File: config.mk
export PLATFORM = sky130hd
export DESIGN_NAME = day05_range_sequencer_flat
export DESIGN_NICKNAME = d
export VERILOG_FILES = /design/src/rtl/day05_pkg.sv /design/src/rtl/day05_range_sequencer_if.sv /design/src/rtl/day05_range_merge_acc.sv /design/src/rtl/day05_range_sequencer.sv /design/src/flat_wrapper.sv
export SDC_FILE = /design/constraint.sdc
export NUM_CORES = 2
export LEC_CHECK = 0
export ABC_AREA = 1
export CAP_MARGIN = 20
export CORE_UTILIZATION = 57
export DETAILED_ROUTE_END_ITERATION = 6
export PLACE_DENSITY = 0.82
export SYNTH_ARGS = -nofsm -noshare
export SYNTH_HDL_FRONTEND = slang
export SYNTH_SLANG_ARGS = --single-unit
File: constraint.sdc
create_clock -name clk -period 5.91 [get_ports clk]
set_input_delay 0.591 -clock clk [delete_from_list [all_inputs] [get_ports clk]]
set_output_delay 0.591 -clock clk [all_outputs]
set_load 0.05 [all_outputs]
File: src/rtl/day05_pkg.sv
// Shared definitions for the day05 range-storage datapath: word layout and the
// sequencer state encoding, used by the parser, sequencer and search stage.
package day05_pkg;

    localparam int RANGE_W = 128;
    localparam int LO_LSB  = 0;
    localparam int LO_MSB  = 63;
    localparam int HI_LSB  = 64;
    localparam int HI_MSB  = 127;

    typedef enum logic [3:0] {
        IDLE,
        SORT_RD_A,
        SORT_RD_B,
        SORT_CMP,
        SORT_SW1,
        SORT_SW2,
        SORT_NEXT,
        MERGE_RD0,
        MERGE_RD,
        MERGE_EVAL,
        MERGE_FLUSH,
        DONE
    } seq_state_t;

    function automatic logic [63:0] range_lo(input logic [RANGE_W-1:0] w);
        return w[LO_MSB:LO_LSB];
    endfunction

    function automatic logic [63:0] range_hi(input logic [RANGE_W-1:0] w);
        return w[HI_MSB:HI_LSB];
    endfunction

endpackage

File: src/rtl/day05_range_sequencer_if.sv
// Control and RAM-port bundle of the range sequencer. The slave modport is the
// sequencer itself; the master modport is the host side (control plus RAM models).
interface day05_range_sequencer_if
    import day05_pkg::*;
#(
    parameter int LOG2_MAX_RANGES = 8
);
    logic                       start;
    logic [LOG2_MAX_RANGES:0]   n_ranges;
    logic                       busy;
    logic                       done;
    logic [LOG2_MAX_RANGES-1:0] r_ram_addr;
    logic                       r_ram_we;
    logic [RANGE_W-1:0]         r_ram_wdata;
    logic [RANGE_W-1:0]         r_ram_rdata;
    logic [LOG2_MAX_RANGES-1:0] m_ram_addr;
    logic                       m_ram_we;
    logic [RANGE_W-1:0]         m_ram_wdata;
    logic [LOG2_MAX_RANGES:0]   merged_count;
    logic [63:0]                part2_result;

    modport master (
        output start, n_ranges, r_ram_rdata,
        input  busy, done, r_ram_addr, r_ram_we, r_ram_wdata,
        input  m_ram_addr, m_ram_we, m_ram_wdata, merged_count, part2_result
    );

    modport slave (
        input  start, n_ranges, r_ram_rdata,
        output busy, done, r_ram_addr, r_ram_we, r_ram_wdata,
        output m_ram_addr, m_ram_we, m_ram_wdata, merged_count, part2_result
    );
endinterface

File: src/rtl/day05_range_merge_acc.sv
// Merge accumulator: holds the current merged range, tests overlap/adjacency of the
// incoming range and accumulates merged count and total covered length.
module day05_range_merge_acc
    import day05_pkg::*;
#(
    parameter int CNT_W = 9
) (
    input  logic               clk,
    input  logic               rst,
    input  logic               clear,
    input  logic               load,
    input  logic               eval,
    input  logic               flush,
    input  logic [RANGE_W-1:0] rdata,
    output logic               wr_en,
    output logic [RANGE_W-1:0] wr_data,
    output logic [CNT_W-1:0]   count,
    output logic [63:0]        total
);
    logic [63:0]      cur_lo_reg, cur_hi_reg, in_lo, in_hi;
    logic [CNT_W-1:0] count_reg;
    logic [63:0]      total_reg;
    logic             joinable;

    assign in_lo = range_lo(rdata);
    assign in_hi = range_hi(rdata);
    // 65-bit compare so that cur high = 2**64-1 never wraps to 0
    assign joinable = {1'b0, in_lo} <= ({1'b0, cur_hi_reg} + 65'd1);

    assign wr_en   = (eval && !joinable) || flush;
    assign wr_data = {cur_hi_reg, cur_lo_reg};
    assign count   = count_reg;
    assign total   = total_reg;

    always_ff @(posedge clk or negedge rst) begin
        if (!rst) begin
            cur_lo_reg <= '0;
            cur_hi_reg <= '0;
            count_reg  <= '0;
            total_reg  <= '0;
        end else begin
            if (clear) begin
                count_reg <= '0;
                total_reg <= '0;
            end else if (wr_en) begin
                count_reg <= count_reg + CNT_W'(1);
                total_reg <= total_reg + (cur_hi_reg - cur_lo_reg + 64'd1);
            end
            if (load || (eval && !joinable)) begin
                cur_lo_reg <= in_lo;
                cur_hi_reg <= in_hi;
            end else if (eval && (in_hi > cur_hi_reg)) begin
                cur_hi_reg <= in_hi;
            end
        end
    end
endmodule

File: src/rtl/day05_range_sequencer.sv
// Sorts range RAM in place by (low, high) with a bubble sort, then merges into merged RAM.
// Optional DAY05_SORT_EARLY_EXIT_EN ends the sort after the first pass without a swap.
module day05_range_sequencer
    import day05_pkg::*;
#(
    parameter int MAX_RANGES      = 180,
    parameter int LOG2_MAX_RANGES = 8
) (
    input  logic clk,
    input  logic rst,
    day05_range_sequencer_if.slave ifc
);
    localparam int CNT_W = LOG2_MAX_RANGES + 1;
    localparam logic [CNT_W-1:0] MAX_N = CNT_W'(MAX_RANGES);

    seq_state_t                 state_reg;
    logic                       busy_reg, done_reg, r_we_reg;
    logic [LOG2_MAX_RANGES-1:0] r_addr_reg;
    logic [RANGE_W-1:0]         r_wdata_reg, a_reg;
    logic [CNT_W-1:0]           n_reg, p_reg, j_reg, k_reg, j_inc, k_inc, n_sat;
    logic                       accept, swap_needed, pass_last, sort_finish, sort_advance, k_last;
    logic                       acc_wr_en;
    logic [RANGE_W-1:0]         acc_wr_data;
    logic [CNT_W-1:0]           acc_count;
    logic [63:0]                acc_total;

    assign n_sat  = (ifc.n_ranges > MAX_N) ? MAX_N : ifc.n_ranges;
    assign accept = ifc.start && ((state_reg == IDLE) || (state_reg == DONE));
    assign j_inc  = j_reg + CNT_W'(1);
    assign k_inc  = k_reg + CNT_W'(1);
    assign pass_last = (j_inc == p_reg);
    assign k_last    = (k_reg == n_reg - CNT_W'(1));

    // In SORT_CMP the read data is B; A was latched the cycle before
    assign swap_needed = (range_lo(a_reg) > range_lo(ifc.r_ram_rdata)) ||
                         ((range_lo(a_reg) == range_lo(ifc.r_ram_rdata)) &&
                          (range_hi(a_reg) > range_hi(ifc.r_ram_rdata)));
    assign sort_advance = ((state_reg == SORT_CMP) && !swap_needed) || (state_reg == SORT_SW2);

`ifdef DAY05_SORT_EARLY_EXIT_EN
    logic swapped_reg;
    assign sort_finish = (p_reg == CNT_W'(1)) || !swapped_reg;

    always_ff @(posedge clk or negedge rst) begin
        if (!rst) begin
            swapped_reg <= 1'b0;
        end else if (accept || (sort_advance && pass_last)) begin
            swapped_reg <= 1'b0;
        end else if ((state_reg == SORT_CMP) && swap_needed) begin
            swapped_reg <= 1'b1;
        end
    end
`else
    assign sort_finish = (p_reg == CNT_W'(1));
`endif

    always_ff @(posedge clk or negedge rst) begin
        if (!rst) begin
            state_reg   <= IDLE;
            busy_reg    <= 1'b0;
            done_reg    <= 1'b0;
            r_addr_reg  <= '0;
            r_we_reg    <= 1'b0;
            r_wdata_reg <= '0;
            a_reg       <= '0;
            n_reg       <= '0;
            p_reg       <= '0;
            j_reg       <= '0;
            k_reg       <= '0;
        end else begin
            r_we_reg <= 1'b0;
            case (state_reg)
                IDLE, DONE: begin
                    if (accept) begin
                        n_reg      <= n_sat;
                        done_reg   <= 1'b0;
                        r_addr_reg <= '0;
                        if (n_sat == '0) begin
                            done_reg  <= 1'b1;
                            state_reg <= DONE;
                        end else if (n_sat == CNT_W'(1)) begin
                            busy_reg  <= 1'b1;
                            state_reg <= MERGE_RD0;
                        end else begin
                            busy_reg  <= 1'b1;
                            p_reg     <= n_sat - CNT_W'(1);
                            j_reg     <= '0;
                            state_reg <= SORT_RD_A;
                        end
                    end
                end
                SORT_RD_A: begin
                    r_addr_reg <= j_inc[LOG2_MAX_RANGES-1:0];
                    state_reg  <= SORT_RD_B;
                end
                SORT_RD_B: begin
                    a_reg     <= ifc.r_ram_rdata;
                    state_reg <= SORT_CMP;
                end
                SORT_CMP: begin
                    if (swap_needed) begin
                        r_we_reg    <= 1'b1;
                        r_addr_reg  <= j_reg[LOG2_MAX_RANGES-1:0];
                        r_wdata_reg <= ifc.r_ram_rdata;
                        state_reg   <= SORT_SW1;
                    end
                end
                SORT_SW1: begin
                    r_we_reg    <= 1'b1;
                    r_addr_reg  <= j_inc[LOG2_MAX_RANGES-1:0];
                    r_wdata_reg <= a_reg;
                    state_reg   <= SORT_SW2;
                end
                SORT_SW2: begin
                end
                SORT_NEXT: begin
                    r_addr_reg <= '0;
                    state_reg  <= MERGE_RD0;
                end
                MERGE_RD0: begin
                    r_addr_reg <= LOG2_MAX_RANGES'(1);
                    k_reg      <= CNT_W'(1);
                    state_reg  <= MERGE_RD;
                end
                MERGE_RD: begin
                    state_reg <= (n_reg == CNT_W'(1)) ? MERGE_FLUSH : MERGE_EVAL;
                end
                MERGE_EVAL: begin
                    if (k_last) begin
                        state_reg <= MERGE_FLUSH;
                    end else begin
                        k_reg      <= k_inc;
                        r_addr_reg <= k_inc[LOG2_MAX_RANGES-1:0];
                        state_reg  <= MERGE_RD;
                    end
                end
                MERGE_FLUSH: begin
                    busy_reg  <= 1'b0;
                    done_reg  <= 1'b1;
                    state_reg <= DONE;
                end
                default: state_reg <= IDLE;
            endcase

            // Shared step after a compare (no swap) or after the second swap write
            if (sort_advance) begin
                if (!pass_last) begin
                    j_reg      <= j_inc;
                    r_addr_reg <= j_inc[LOG2_MAX_RANGES-1:0];
                    state_reg  <= SORT_RD_A;
                end else if (sort_finish) begin
                    state_reg <= SORT_NEXT;
                end else begin
                    p_reg      <= p_reg - CNT_W'(1);
                    j_reg      <= '0;
                    r_addr_reg <= '0;
                    state_reg  <= SORT_RD_A;
                end
            end
        end
    end

    day05_range_merge_acc #(.CNT_W(CNT_W)) u_acc (
        .clk     (clk),
        .rst     (rst),
        .clear   (accept),
        .load    ((state_reg == MERGE_RD) && (k_reg == CNT_W'(1))),
        .eval    (state_reg == MERGE_EVAL),
        .flush   (state_reg == MERGE_FLUSH),
        .rdata   (ifc.r_ram_rdata),
        .wr_en   (acc_wr_en),
        .wr_data (acc_wr_data),
        .count   (acc_count),
        .total   (acc_total)
    );

    assign ifc.busy         = busy_reg;
    assign ifc.done         = done_reg;
    assign ifc.r_ram_addr   = r_addr_reg;
    assign ifc.r_ram_we     = r_we_reg;
    assign ifc.r_ram_wdata  = r_wdata_reg;
    assign ifc.m_ram_addr   = acc_count[LOG2_MAX_RANGES-1:0];
    assign ifc.m_ram_we     = acc_wr_en;
    assign ifc.m_ram_wdata  = acc_wr_data;
    assign ifc.merged_count = acc_count;
    assign ifc.part2_result = acc_total;
endmodule

File: src/flat_wrapper.sv
// flat-port wrapper written by rule: the top's interface ports become plain ports
module day05_range_sequencer_flat import day05_pkg::*;
#(
    parameter int MAX_RANGES      = 180,
    parameter int LOG2_MAX_RANGES = 8
)
  (clk, rst, ifc_start, ifc_n_ranges, ifc_r_ram_rdata, ifc_busy, ifc_done, ifc_r_ram_addr, ifc_r_ram_we, ifc_r_ram_wdata, ifc_m_ram_addr, ifc_m_ram_we, ifc_m_ram_wdata, ifc_merged_count, ifc_part2_result);
  day05_range_sequencer_if #(.LOG2_MAX_RANGES(LOG2_MAX_RANGES)) ifc_i ();
  input  logic clk;
  input  logic rst;
  input wire logic [$bits(ifc_i.start)-1:0] ifc_start;
  input wire logic [$bits(ifc_i.n_ranges)-1:0] ifc_n_ranges;
  input wire logic [$bits(ifc_i.r_ram_rdata)-1:0] ifc_r_ram_rdata;
  output wire logic [$bits(ifc_i.busy)-1:0] ifc_busy;
  output wire logic [$bits(ifc_i.done)-1:0] ifc_done;
  output wire logic [$bits(ifc_i.r_ram_addr)-1:0] ifc_r_ram_addr;
  output wire logic [$bits(ifc_i.r_ram_we)-1:0] ifc_r_ram_we;
  output wire logic [$bits(ifc_i.r_ram_wdata)-1:0] ifc_r_ram_wdata;
  output wire logic [$bits(ifc_i.m_ram_addr)-1:0] ifc_m_ram_addr;
  output wire logic [$bits(ifc_i.m_ram_we)-1:0] ifc_m_ram_we;
  output wire logic [$bits(ifc_i.m_ram_wdata)-1:0] ifc_m_ram_wdata;
  output wire logic [$bits(ifc_i.merged_count)-1:0] ifc_merged_count;
  output wire logic [$bits(ifc_i.part2_result)-1:0] ifc_part2_result;
  assign ifc_i.start = ifc_start;
  assign ifc_i.n_ranges = ifc_n_ranges;
  assign ifc_i.r_ram_rdata = ifc_r_ram_rdata;
  assign ifc_busy = ifc_i.busy;
  assign ifc_done = ifc_i.done;
  assign ifc_r_ram_addr = ifc_i.r_ram_addr;
  assign ifc_r_ram_we = ifc_i.r_ram_we;
  assign ifc_r_ram_wdata = ifc_i.r_ram_wdata;
  assign ifc_m_ram_addr = ifc_i.m_ram_addr;
  assign ifc_m_ram_we = ifc_i.m_ram_we;
  assign ifc_m_ram_wdata = ifc_i.m_ram_wdata;
  assign ifc_merged_count = ifc_i.merged_count;
  assign ifc_part2_result = ifc_i.part2_result;
  day05_range_sequencer #(.MAX_RANGES(MAX_RANGES), .LOG2_MAX_RANGES(LOG2_MAX_RANGES)) u_core (.clk(clk), .rst(rst), .ifc(ifc_i));
endmodule
==> results.py <==
metrics = {
    "synth": {
        "yosys-top-cells-count": "nand2_1, inv_1, nor2_1",
        "avgSynthCellArea_um2": 7.43,
        "synth-seq-cells": 508,
        "synth_top_cell_area_share_pct": 34.5,
        "synthCells": 4955,
        "yosys.cell_types.count": 51,
        "yosys_warnings": 0,
        "async_flop_share_pct": 100,
        "yosys.area.top_type": "dfrtp_1",
        "synth_nets": 5490,
        "ys_seq_area_share_pct": 34.5,
        "yosys_most_used_dff": "dfrtp_1",
        "synthTopCellsByArea": "dfrtp_1, nand2_1, ha_1",
        "syn_area_um2": 36800,
        "synth_edf_count": 0,
        "yosysMostFrequentCell": "nand2_1",
    },
    "cells_and_area": {
        "area_growth_pct": 20.3,
        "final_area_um2": 44300,
        "layout-drive-gt1-share_pct": 3.67,
        "seq_area_um2": 12700,
        "insertedDiodeCount": 0,
        "multi_input_area_um2": 20600,
        "num-fill-cells": 5295,
        "fin_nets": 5906,
    },
    "critical_path": {
        "reg2reg_depth": 20,
        "ff2ff_setup_slack_ns": 0.81,
        "cp_common_cell": "nand2_1",
        "slowest_stage": "dfrtp_1",
        "criticalPathCategory": "reg -> out",
        "worstSetupStartpointType": "flop",
        "cp.required_ns": 5.32,
        "r2r-start": "u_core.u_acc.cur_hi_reg[18]",
        "crit_path_end_kind": "primary output",
        "crit_buf_inv": 3,
        "cp_top_family": "simple AND/OR/NAND/NOR gates",
        "rr_endpoint": "u_core.u_acc.cur_hi_reg[56]",
        "arrival_ns": 5.04,
        "critPathMaxStageDelay_ns": 0.48,
        "cp_cell_sequence": "inv_1 -> nor3_1 -> nand2_1 -> nor3_2 -> nand3_1 -> nor4_2 -> nand2_1 -> xor2_1 -> ha_1 -> nand2_1 -> nor4_1 -> inv_1 -> nor2_1 -> nand4_1 -> nand3_2 -> nand2_8 -> nand2_2 -> buf_4",
        "critical_path_peak_fanout": 12,
    },
    "timing": {
        "finalSetupViolations": 0,
        "min_period_ns": 5.64,
        "final.setup_skew_ns": 0.0352,
        "final_max_slew_viol_count": 0,
        "max_slew_margin_pct": 23.7,
        "max_freq_ghz": 0.177,
        "worstMarginPinSlew_ns": 1.14,
        "finalHoldViolations": 0,
        "setup_ws_ns": 0.275,
        "period_share_pct": 95.3,
    },
    "grt": {
        "grt_use_total_pct": 39.6,
        "grt_max_degree": 219,
        "grt_pass1_wl_um": 202000,
        "grt-ovfl-total": 0,
        "grt_antenna_before_repair": 2,
        "first_global_vias": 34700,
    },
    "clocking": {
        "root_buffer": "clkbuf_16",
        "worstSkewPairLatency_ns": 0.64,
        "cts_sinks": 508,
        "cts_buffers": 57,
        "cts_tree": "built",
        "clkTransAtPathRegs_ns": 0.06,
        "h-tree-depth": 2,
        "clockBufferDepth": 3,
    },
    "drt": {
        "wire_per_inst_um": 21.0,
        "first_iter_violations": 3543,
        "wl_um": 132000,
        "drt_first_pass_iters": 6,
        "vias": 36300,
        "via_per_inst": 5.80,
        "drc": 0,
        "ant_nets": 0,
    },
    "place": {
        "dpl_cell_area_um2": 42200,
        "gp_congestion": 1.03,
        "portBuffers": 488,
        "hpwl_um": 103000,
        "dp_slack_ns": 0.678,
    },
    "die": {
        "coreArea_um2": 63400,
        "start_util_pct": 58.1,
        "dieArea_um2": 65600,
        "die_y_um": 256,
        "die_x_um": 256,
        "num_rows": 92,
        "io_pins": 489,
    },
    "job": {
        "drv_cap": 0,
    },
    "outcome": {
        "status": "complete, no violations",
    },
    "min_path": {
        "hold_path_class": "in -> async",
    },
}
## cell type report
cell class | instances | area share [%]
Multi-Input combinational cell | 3593 | 46.6
Sequential cell | 508 | 28.7
Timing Repair Buffer | 536 | 12.1
Inverter | 675 | 5.72
Clock buffer | 78 | 3.67
Tap cell | 846 | 2.39
Clock inverter | 28 | 0.847
## worst max-delay path by stage
stage / from / slack, ns / end / cells after the start
after floorplan: u_core.u_acc.cur_hi_reg[1] / 1.15 / ifc_m_ram_we / 25
after global placement: u_core.u_acc.cur_hi_reg[27] / 0.78 / ifc_m_ram_we / 17
after detailed placement: u_core.u_acc.cur_hi_reg[27] / 0.68 / ifc_m_ram_we / 17
after CTS: u_core.u_acc.cur_hi_reg[27] / 0.01 / ifc_m_ram_we / 17
after global routing: u_core.u_acc.cur_hi_reg[0] / -0.006 / ifc_m_ram_we / 24
final: u_core.u_acc.cur_hi_reg[18] / 0.27 / ifc_m_ram_we / 18
## repair_timing
item / in CTS / in global routing
resized for setup: 0 / 11
hold buffers: 1 / 0
setup endpoints to repair: 0 / 1
endpoints found under the hold margin: 49 / 0
buffers inserted: 0 / 1
## kinds of logic after synthesis
| logic type | after synthesis | share of synthesized area [%] |
|---|---|---|
| simple gates | 2330 | 26.7 |
| fa+ha+maj | 395 | 14.7 |
| flops | 508 | 34.5 |
| buf+inv | 855 | 9.71 |
| xor+xnor | 144 | 3.46 |
| compound gates | 723 | 10.9 |
## cells in the final DEF (no fill, tap or decap), types with 15 or more instances in the layout
cell type and count:
clkdlybuf4s50_1 486, nor3_1 54, buf_4 39, a31oi_1 147, o21ai_0 148, inv_1 669
xor2_1 118, nor2_1 544, dfrtp_1 507, a21o_1 16, nand2_1 1245, xnor2_1 25
clkbuf_16 57, nor4_1 27, nand4_1 186, a21oi_1 344, fa_1 63, nand3_1 211
o21bai_1 22, ha_1 332, o21a_1 15
## worst register-to-register path, stage by stage, from the launching register on
cell and delay [ns]:
dfrtp_1 0.48, inv_1 0.24, nor3_1 0.27, nand2_1 0.15
nor3_2 0.32, nand3_1 0.33, nor4_2 0.38, nand2_1 0.16
xor2_1 0.19, ha_1 0.32, nand2_1 0.09, nor4_1 0.29
inv_1 0.10, nor2_1 0.21, nand4_1 0.13, nand3_2 0.21
nand2_8 0.16, nand3_4 0.10, buf_4 0.62, nand2_1 0.18
nand2_1 0.10
## routing by layer
metal,global-route usage [%],vias to the layer above,share of wire [%]
li1,-,17000,-
met3,8.19,367,9.5
met1,51.7,17200,40
met5,0,-,0.0099
met2,61.4,1720,44
met4,22.1,2,6.5
## metrics by stage
stage	cells	utilization, %	TNS [ns]	hold WS (ns)
2_1_floorplan	4955	-	0	0.295
3_5_place_dp	6155	66.6	0	0.496
5_1_grt	6264	69.9	-0.00612	0.511
3_3_place_gp	6155	66.6	0	0.467
6_report	6264	69.9	0	0.484
4_1_cts	6262	69.8	0	0.490
Power is left out: the tool's default activity adds up to more than one toggle a clock period on the data nets, which glitch-free logic cannot reach.
